--- src/rtl/lf_mode_sequencer.sv ---
// ============================================================================
// lf_mode_sequencer
// Glitch-free major-mode sequencing and mode configuration state for the LF top.
// Rev 1.0 - initial release
// ============================================================================
`default_nettype none

module lf_mode_sequencer #(
  parameter int GUARD_CYCLES  = 16,
  parameter int DRAIN_TIMEOUT = 64,
  parameter int RESET_DIVISOR = 95
) (
  input  logic        pck0,
  input  logic        reset,
  input  logic        cmd_valid,
  input  logic [3:0]  cmd,
  input  logic [11:0] cmd_data,
  input  logic        ssp_frame_in,
  output logic [2:0]  major_mode,
  output logic        lf_field,
  output logic        lf_ed_toggle_mode,
  output logic [7:0]  divisor,
  output logic [7:0]  lf_ed_threshold,
  output logic        mute,
  output logic        busy,
  output logic        cmd_overflow
);

  localparam logic [2:0] MODE_OFF     = 3'd7;
  localparam logic [2:0] MODE_LF_ED   = 3'd1;
  localparam logic [7:0] THR_DEFAULT  = 8'd127;
  localparam logic [7:0] DRAIN_LAST   = 8'(DRAIN_TIMEOUT - 1);
  localparam logic [7:0] GUARD_LAST   = 8'(GUARD_CYCLES - 1);
  localparam logic [7:0] DIV_DEFAULT  = 8'(RESET_DIVISOR);

  typedef enum logic [1:0] {
    IDLE  = 2'd0,
    DRAIN = 2'd1,
    QUIET = 2'd2,
    APPLY = 2'd3
  } state_t;

  state_t     state;
  logic [7:0] cnt;
  // Conf words are kept packed as {major[2:0], toggle, field}.
  logic [4:0] target;
  logic [4:0] pend;
  logic       pend_valid;

  logic       conf_wr;
  logic       div_wr;
  logic       thr_wr;
  logic [4:0] cmd_conf;
  logic       unused_cmd_bits;

  assign conf_wr         = cmd_valid && (cmd == 4'd1);
  assign div_wr          = cmd_valid && (cmd == 4'd2);
  assign thr_wr          = cmd_valid && (cmd == 4'd3);
  assign cmd_conf        = {cmd_data[8:6], cmd_data[1:0]};
  assign unused_cmd_bits = ^cmd_data[11:9];

  always_ff @(posedge pck0 or posedge reset) begin
    if (reset) begin
      state             <= IDLE;
      cnt               <= 8'd0;
      target            <= 5'd0;
      pend              <= 5'd0;
      pend_valid        <= 1'b0;
      major_mode        <= MODE_OFF;
      lf_field          <= 1'b0;
      lf_ed_toggle_mode <= 1'b0;
      divisor           <= DIV_DEFAULT;
      lf_ed_threshold   <= THR_DEFAULT;
      mute              <= 1'b0;
      busy              <= 1'b0;
      cmd_overflow      <= 1'b0;
    end else begin
      cmd_overflow <= 1'b0;

      // Conf writes while busy land in the one-deep slot; APPLY consumes them directly.
      if (conf_wr && (state != IDLE)) begin
        cmd_overflow <= pend_valid;
        if (state != APPLY) begin
          pend       <= cmd_conf;
          pend_valid <= 1'b1;
        end
      end

      case (state)
        IDLE: begin
          if (conf_wr) begin
            if (cmd_data[8:6] == major_mode) begin
              lf_field          <= cmd_data[0];
              lf_ed_toggle_mode <= cmd_data[1];
            end else begin
              target <= cmd_conf;
              cnt    <= 8'd0;
              busy   <= 1'b1;
              state  <= DRAIN;
            end
          end
        end

        DRAIN: begin
          if (!ssp_frame_in || (cnt == DRAIN_LAST)) begin
            cnt        <= 8'd0;
            mute       <= 1'b1;
            major_mode <= MODE_OFF;
            lf_field   <= 1'b0;
            state      <= QUIET;
          end else begin
            cnt <= cnt + 8'd1;
          end
        end

        QUIET: begin
          if (cnt == GUARD_LAST) begin
            state <= APPLY;
          end else begin
            cnt <= cnt + 8'd1;
          end
        end

        APPLY: begin
          major_mode        <= target[4:2];
          lf_ed_toggle_mode <= target[1];
          lf_field          <= target[0];
          mute              <= 1'b0;
          if (target[4:2] == MODE_LF_ED) begin
            lf_ed_threshold <= THR_DEFAULT;
          end
          if (conf_wr || pend_valid) begin
            target     <= conf_wr ? cmd_conf : pend;
            pend_valid <= 1'b0;
            cnt        <= 8'd0;
            state      <= DRAIN;
          end else begin
            busy  <= 1'b0;
            state <= IDLE;
          end
        end

        default: state <= IDLE;
      endcase

      // Explicit writes come last so they override the APPLY threshold default.
      if (div_wr) begin
        divisor <= cmd_data[7:0];
      end
      if (thr_wr) begin
        lf_ed_threshold <= cmd_data[7:0];
      end
    end
  end

endmodule

`default_nettype wire

--- config.mk ---
export PLATFORM = sky130hd
export DESIGN_NAME = lf_mode_sequencer
export DESIGN_NICKNAME = d
export VERILOG_FILES = /design/src/rtl/lf_mode_sequencer.sv
export SDC_FILE = /design/constraint.sdc
export NUM_CORES = 1
export LEC_CHECK = 0
export CELL_PAD_IN_SITES_DETAIL_PLACEMENT = 1
export CELL_PAD_IN_SITES_GLOBAL_PLACEMENT = 1
export CORE_MARGIN = 1.5
export CORE_UTILIZATION = 49
export CTS_CLUSTER_SIZE = 16
export DETAILED_ROUTE_END_ITERATION = 8
export DONT_BUFFER_PORTS = 1
export GPL_TIMING_DRIVEN = 0
export HOLD_SLACK_MARGIN = 0.15
export PLACE_DENSITY = 0.8
export SETUP_SLACK_MARGIN = 0.5
export SLEW_MARGIN = 15
export SYNTH_ARGS = -nofsm -noshare
export SYNTH_HDL_FRONTEND = slang
export SYNTH_SLANG_ARGS = --single-unit
--- constraint.sdc ---
create_clock -name pck0 -period 2.5 [get_ports pck0]
set_input_delay 0.25 -clock pck0 [delete_from_list [all_inputs] [get_ports pck0]]
set_output_delay 0.25 -clock pck0 [all_outputs]
set_load 0.01 [all_outputs]
# After elaboration in Yosys (flattened, before gate mapping)
# Cells that the tools add are included.
# W data, S select, Z words.
# totals
ff_bits	45
input_bits	20
out_inout_bits	24
word_cells	96
# op_classes
add_sub_neg	1
eq_ne	19
n_mux	40
reduce_logical	23
# op_table
operator	n
$mux W8	8
$pmux W8 S4	1
$mux W5	4
$reduce_and A4 Y1	5
$ne A2 B2 Y1 const B	9
$mux W1	15
$pmux W5 S2	1
$reduce_bool A2 Y1	5
$add A8 B1 Y8 const B	1
$eq A4 B2 Y1 const B	2
$eq A8 B4 Y1 const B	1
$eq A8 B6 Y1 const B	1
$mux W2	4
$pmux W2 S4	1
$pmux W1 S2	3
$pmux W3 S2	1
$reduce_and A2 Y1	3
$eq A2 B2 Y1 const B	2
$eq A4 B1 Y1 const B	1
$logic_and A1 B1 Y1	4
$eq A3 B1 Y1 const B	1
$eq A3 B3 Y1	1
$mux W3	1
$pmux W1 S3	1
6 further kinds	7

# Depth between registers and ports, before layout
# Gate-level depths: netlist (run 1).
# logic_depth
word_depth	6
ltp_mapped	8
ltp_nobuf	7

# Worst setup path after synthesis (run 1)
# No wires, ideal clock.
# synth_path
path_kind	flip-flop to flip-flop
startpoint	register cnt[0]
endpoint	register cnt[7]
setup_time_ps	104
t_arrival_ps	1937
required_ps	2396
path_slack_ps	459
path_stages_with_launch	9
n_path_buf	2
period_less_slack_ps	2041
path_cell_list	dfrtp_1 -> ha_1 -> nand4b_1 -> nor4_1 -> a22o_1 -> buf_6 -> or3_1 -> buf_2 -> o41ai_2
# synth_between
elab_chain_len	4
elab_cells_between_ends	9
classes_between	add/sub (1); eq/ne (3); mux (3); reduce/logical (2)
# synth_lines
element	line	text
start: declaration	44	logic [7:0] cnt;
start signal: assignment	112	cnt <= cnt + 8'd1;
start signal: assignment	120	cnt <= cnt + 8'd1;
parallel branches: the longest is 4 deep, another holds $add A8 B1 Y8	-	
# Several ways; the timed one is not identified. The select of a mux whose other input is x is not followed.
# A chain may end at the register's enable or synchronous reset.

# Final worst setup path (run 1)
# layout_path
startpoint	register state[0]
endpoint	register cnt[2]
# layout_between
elab_chain_len	3
elab_cells_between_ends	10
classes_between	eq/ne (7); mux (1); reduce/logical (2)
# layout_lines
element	line	text
start: declaration	43	state_t state;
start signal: assignment	64	state <= IDLE;
start signal: assignment	99	state <= DRAIN;
start signal: assignment	110	state <= QUIET;
$eq A2 B2 Y1 / $logic_not A2 Y1 (equally long branches)	89	case (state)
$ne A2 B2 Y1 (no source line)	-	
$reduce_and A4 Y1 (no source line)	-	
# Parallel ways exist; a longest one is shown, timed or not.

==> run_results.csv, run 1 <==
group,metric,value,unit
run_status,status,"finished, final reports clean",
setup_path,critPathArrivalTime,2.26,ns
synthesis,ys_ff_latch,45,
timing,worst_slew_pin_slew,0.677,ns
clock_tree,clock-sinks,45,
placed_design,gp_congestion,0.801,
clock_tree,root_buffer,"clkbuf_8",
drt,remaining_drc_errors,0,
cells_and_area,final_cell_mix,"dfrtp_1, buf_4, dfstp_2, nor2_1, mux2_2",
synthesis,yosysTopAreaCellShare,32.6,%
placed_design,dp_cells,249,
synthesis,yosysTopAreaCell,"dfrtp_1",
flow_run,drv_cap,0,
timing,final_max_slew_viol_count,0,
setup_path,regToRegSetupSlack,0.41,ns
die,dieArea,4960,sq um
cells_and_area,syn2layout_area_growth,27.4,%
grt,grt_max_degree,35,
drt,vias,1812,
clock_tree,clock_path_buffers,2,
grt,grt-busiest-layer,"met2",
grt,grt_first_pass_wirelength,9910,um
grt,first_global_vias,1933,
clock_tree,clkLatencyLatePin,0.31,ns
cells_and_area,n_antenna_cell,0,
synthesis,yosys_warnings,0,
cells_and_area,instances_no_fill,288,
clock_tree,h-tree-depth,2,
timing,hold_violations,0,
power,p_int,1.98,mW
grt,gr-usage-met3,4.91,%
synthesis,syn_area,2230,sq um
power,power.switching,1.37,mW
synthesis,syn_inst,196,
power,irDropWorstVdd,0.574,mV
placed_design,port_buffers,0,
timing,finalCritPeriodShare,83.5,%
grt,met2_usage,45.5,%
setup_path,cp-start-kind,"register",
worst_hold_path,hold_class,"in2reg",
drt,routed_via_density,6.29,
setup_path,crit_type,"reg2reg",
synthesis,netlist_top_cells_area,"dfrtp_1, dfstp_2, mux2_2",
timing,final.setup.tns,0,ns
synthesis,synth_cell_types,46,
clock_tree,cts_tree,"yes",
drt,drt_first_iter_violations,80,
die,core_area,4350,sq um
power,cellPowerDensity,1180,nW/um^2
power,sequentialPowerShare,40.7,%
synthesis,syn_avg_cell_area,11.4,sq um
grt,use_met1,30.1,%
synthesis,seq_area_frac_synth,51.5,%
setup_path,cp_max_fo,5,
cells_and_area,fill_cells,435,
drt,dr.pass1.iters,4,
placed_design,hpwl,3860,um
cells_and_area,final_common_cell,"dfrtp_1",
timing,relSlewSlack,54.7,%
timing,rsz0062_at_grt,"true",
die,ios,44,
timing,max_freq,0.479,GHz
cells_and_area,fin_nets,261,
power,combPwrFrac,45.1,%
power,p_leak,1.24,nW
synthesis,synth_flop_cell,"dfrtp_1",
die,row_count,24,
timing,skew,0.00692,ns
synthesis,ys_async_sr_fraction,100,%
timing,period_needed,2.09,ns
drt,totalWireLength,6560,um
grt,gr-total-overflow,0,
die,dieWidth,70.4,um
timing,setup_viol,0,
power,p_sw_share,40.9,%
drt,post_drt_wl_per_cell,22.8,um
power,p_clk_share,14.2,%
drt,final_antenna_net_count,0,
setup_path,worst_ep_required_time,2.68,ns
setup_path,cp-end-kind,"register",
clock_tree,numCtsBuffers,5,
clock_tree,path_clk_slew,0.10,ns
synthesis,synth_edf_count,0,
cells_and_area,drive_above_1_share,38.6,%
die,initial_core_util,51.1,%
synthesis,syn-num-nets,222,
die,die_y,70.4,um
grt,track_usage,25.3,%
grt,antenna_found_initial,0,
## per-stage QoR
stage	area, sq um	setup WS (ns)	utilization (%)	hold slack, ns	power [mW]
floorplan	2230	0.508	-	0.397	2.07
global placement	2300	0.222	52.8	0.402	2.26
detailed placement	2320	0.228	53.4	0.0939	2.36
CTS	2660	0.452	61.0	0.165	3.03
global route	2840	0.294	65.1	0.195	3.51
finish	2840	0.414	65.1	0.164	3.35
## logic make-up (layout without fill, tap and decap cells)
| logic type | Yosys count | after routing | share of synthesized area, % |
|---|---|---|---|
| AO/OA/AOI/OAI | 55 | 55 | 18.3 |
| XOR/XNOR | 3 | 3 | 1.18 |
| adder cells (fa/ha/maj) | 6 | 6 | 3.37 |
| buffers and inverters | 15 | 55 | 2.92 |
| flip-flops | 45 | 45 | 51.5 |
| multiplexers | 21 | 21 | 10.2 |
| AND/OR/NAND/NOR | 51 | 51 | 12.5 |
## registers in the layout, indices dropped and copies added (netlist names)
| name | count |
|---|---|
| state | 2 |
| mute | 1 |
| pend_valid | 1 |
| lf_ed_toggle_mode | 1 |
| divisor | 8 |
| pend | 5 |
| lf_ed_threshold | 8 |
| busy | 1 |
| target | 5 |
| cnt | 8 |
| lf_field | 1 |
| cmd_overflow | 1 |
| major_mode | 3 |
## layer usage
| metal | vias up | share of wire, % |
|---|---|---|
| met3 | 12 | 4.4 |
| met2 | 57 | 53 |
| met5 | - | 0 |
| met4 | 0 | 1.8 |
| met1 | 936 | 41 |
| li1 | 807 | - |
## power by group through the flow
stage                     logic [mW]  clock network [mW]  registers (mW)
after floorplan                0.779                   0            1.29
after global placement         0.914                   0            1.34
after detailed placement        1.00                   0            1.36
after CTS                       1.22               0.476            1.34
after global routing            1.62               0.498            1.39
final                           1.51               0.476            1.36
## synthesized netlist by cell type, types with 2 or more instances
cell	count
dfrtp_1	29
dfstp_2	16
nor2_1	15
mux2_2	14
inv_1	10
o22a_1	10
o31ai_1	9
a21oi_1	8
o21ai_0	8
mux2i_1	7
nand2_1	7
and3_1	6
ha_1	6
nand3_1	5
clkbuf_1	3
o211ai_1	3
xnor2_1	3
a21o_1	2
a22o_1	2
and2_1	2
nand3b_1	2
nor2b_1	2
nor3_1	2
o41ai_1	2
or3_1	2
## final timing paths
check / cells after the start / end / start
max in group asynchronous: 3 / major_mode[0] / reset
min in group asynchronous: 2 / cmd_overflow / reset
worst min register to register: 1 / pend[2] / pend[2]
worst min-delay path: 2 / target[0] / cmd_data[0]
worst max register to register: 8 / cnt[2] / state[0]
worst max-delay path: 8 / cnt[2] / state[0]
## worst max-delay path, stage by stage, from the launching register on
cell       delay, ns
dfrtp_1         0.42
inv_2           0.09
ha_4            0.17
nand4bb_1       0.17
o211ai_1        0.48
buf_4           0.24
nor2_1          0.04
o31ai_1         0.20
o21ai_0         0.14
## area by class of cell
class / instances / area (sq um) / share of cell area [%]
multi-input combinational: 136 / 1170 / 41.2
sequential: 45 / 1150 / 40.4
timing repair buffer: 32 / 282 / 9.93
clock buffer: 5 / 68.8 / 2.43
tap: 52 / 65.1 / 2.29
buffer: 5 / 47.5 / 1.68
inverter: 10 / 37.5 / 1.32
clock inverter: 3 / 20.0 / 0.706
## what timing repair did
action                     CTS  global route
buffers inserted            10            11
setup endpoints to repair   19            27
hold endpoints to repair    51             0
hold buffers                10             0
pin swaps                    3            12
gates resized for setup     16            24
No activity file was read; power rests on OpenSTA's default activity.
==> run 2: changes to the inputs <==
CORE_UTILIZATION = 44   (was 49)
PLACE_DENSITY = 0.76   (was 0.8)
clock period = 1.8 ns   (was 2.5 ns; I/O delays follow)
==> run_results.csv, run 2 (synthesized netlist as in run 1, its figures left out) <==
group,metric,value,unit
run_status,status,"finished with violations",
run_status,violations,"setup timing",
die,die_y,74.1,um
cells_and_area,fill_cells,468,
setup_path,cp_max_fo,7,
timing,final_max_slew_viol_count,0,
die,ios,44,
setup_path,worstPathCellList,"ha_4 > nand4b_1 > buf_4 > o211ai_1 > buf_4 > or3_4 > buf_6 > o41ai_2",
power,p_leak,1.32,nW
placed_design,gp_congestion,0.758,
timing,fin_ws,-0.200,ns
clock_tree,numCtsBuffers,5,
setup_path,worst-path-buf-inv,3,
cells_and_area,fin_util,65.2,%
die,initial_core_util,46.5,%
drt,routed_via_density,5.85,
timing,setup_viol,9,
clock_tree,h-tree-depth,2,
power,power.switching,1.97,mW
clock_tree,clock_path_buffers,2,
drt,post_drt_wl_per_cell,21.0,um
flow_run,drv_cap,0,
setup_path,cp-start-kind,"register",
power,p_int,3.13,mW
die,dieWidth,74.1,um
cells_and_area,syn2layout_area_growth,40.1,%
cells_and_area,top_regs,"cnt x8, divisor x8, lf_ed_threshold x8",
power,irDropWorstVdd,0.953,mV
grt,track_usage,25.8,%
cells_and_area,final_common_cell,"dfrtp_1",
drt,vias,1803,
power,p_sw_share,38.6,%
timing,worst_slew_pin_slew,0.470,ns
timing,max_freq,0.500,GHz
timing,relSlewSlack,68.6,%
setup_path,crit_slowest_cell,"dfrtp_1",
placed_design,hpwl,4070,um
drt,dr.pass1.iters,4,
die,row_count,25,
clock_tree,clock-sinks,45,
timing,rsz0062_at_grt,"true",
timing,finalCritPeriodShare,111,%
cells_and_area,fin_nets,266,
power,combPwrFrac,46.0,%
grt,grt_first_pass_wirelength,10500,um
setup_path,critPathArrivalTime,2.21,ns
cells_and_area,n_antenna_cell,0,
setup_path,worst_ep_required_time,2.01,ns
setup_path,crit_type,"reg2reg",
drt,drt_first_iter_violations,75,
clock_tree,path_clk_slew,0.10,ns
timing,hold_violations,0,
setup_path,crit_family,"buffers and inverters",
die,core_area,4790,sq um
setup_path,cp-end-kind,"register",
clock_tree,root_buffer,"clkbuf_8",
power,sequentialPowerShare,38.2,%
grt,grt_max_degree,35,
power,cellPowerDensity,1630,nW/um^2
timing,period_needed,2.00,ns
cells_and_area,final_cell_mix,"dfrtp_1, buf_4, dfstp_2, o22a_1, dlygate4sd3_1",
die,dieArea,5490,sq um
grt,gr-total-overflow,0,
worst_hold_path,hold_class,"in2reg",
worst_hold_path,hp-start,"cmd[0]",
grt,first_global_vias,1934,
drt,remaining_drc_errors,0,
timing,skew,0.0191,ns
placed_design,port_buffers,0,
cells_and_area,drive_above_1_share,48.1,%
setup_path,cpMostUsedCell,"buf_4",
setup_path,cp-startpoint,"cnt[1]",
clock_tree,cts_tree,"yes",
grt,antenna_found_initial,0,
clock_tree,clkLatencyLatePin,0.31,ns
power,total_power,5.10,mW
drt,totalWireLength,6480,um
drt,final_antenna_net_count,0,
setup_path,timing.rr.start,"cnt[1]",
power,p_clk_share,15.7,%
setup_path,cpPeakStageDelay,0.43,ns
## run 2: per-layer routing
metal  share of wire (%)  GRT usage [%]
met1                  43           32.8
met2                  52           44.3
met3                 3.3           5.83
met4                 1.5           7.20
met5                   0              0
## run 2: stage by stage
step / hold slack (ns) / instance area [sq um] / setup slack [ns] / instances / setup TNS (ns)
after floorplan: 0.328 / 2420 / -0.0971 / 196 / -0.498
after global placement: 0.332 / 2510 / -0.269 / 263 / -1.92
after detailed placement: 0.0210 / 2530 / -0.388 / 264 / -2.72
after CTS: 0.213 / 2960 / -0.167 / 299 / -1.10
after global routing: 0.172 / 3120 / -0.266 / 308 / -2.17
final: 0.168 / 3120 / -0.200 / 308 / -1.29
## run 2: worst paths after layout
kind	endpoint	slack [ns]	cells past startpoint
worst max register to register	cnt[7]	-0.20	8
min in group asynchronous	cnt[3]	0.29	2
max in group asynchronous	major_mode[2]	0.96	3
worst min register to register	pend[3]	0.52	1
worst max-delay path	cnt[7]	-0.20	8
worst min-delay path	divisor[1]	0.17	2
## run 2: what timing repair did
item                                    4_1_cts  5_1_grt
endpoints found under the hold margin        63        0
endpoints found under the setup margin       36       38
resized for setup                            22       21
pin swaps                                    11        7
hold buffers                                 10        0
buffers inserted                             17        9
## run 2: cell type report
type / instances / area, sq um / area share (%)
Multi-Input combinational cell: 136 / 1310 / 42.0
Buffer: 5 / 77.6 / 2.49
Inverter: 10 / 45.0 / 1.44
Sequential cell: 45 / 1150 / 36.8
Timing Repair Buffer: 37 / 342 / 11.0
Clock inverter: 3 / 45.0 / 1.44
Tap cell: 67 / 83.8 / 2.69
Clock buffer: 5 / 68.8 / 2.21
## run 2: power groups by stage
| stage | clock (mW) | sequential (mW) | combinational [mW] |
|---|---|---|---|
| after detailed placement | 0 | 1.95 | 1.67 |
| after global routing | 0.835 | 1.99 | 2.53 |
| after global placement | 0 | 1.91 | 1.57 |
| after floorplan | 0 | 1.83 | 1.37 |
| final | 0.801 | 1.95 | 2.35 |
| after CTS | 0.798 | 1.93 | 2.01 |
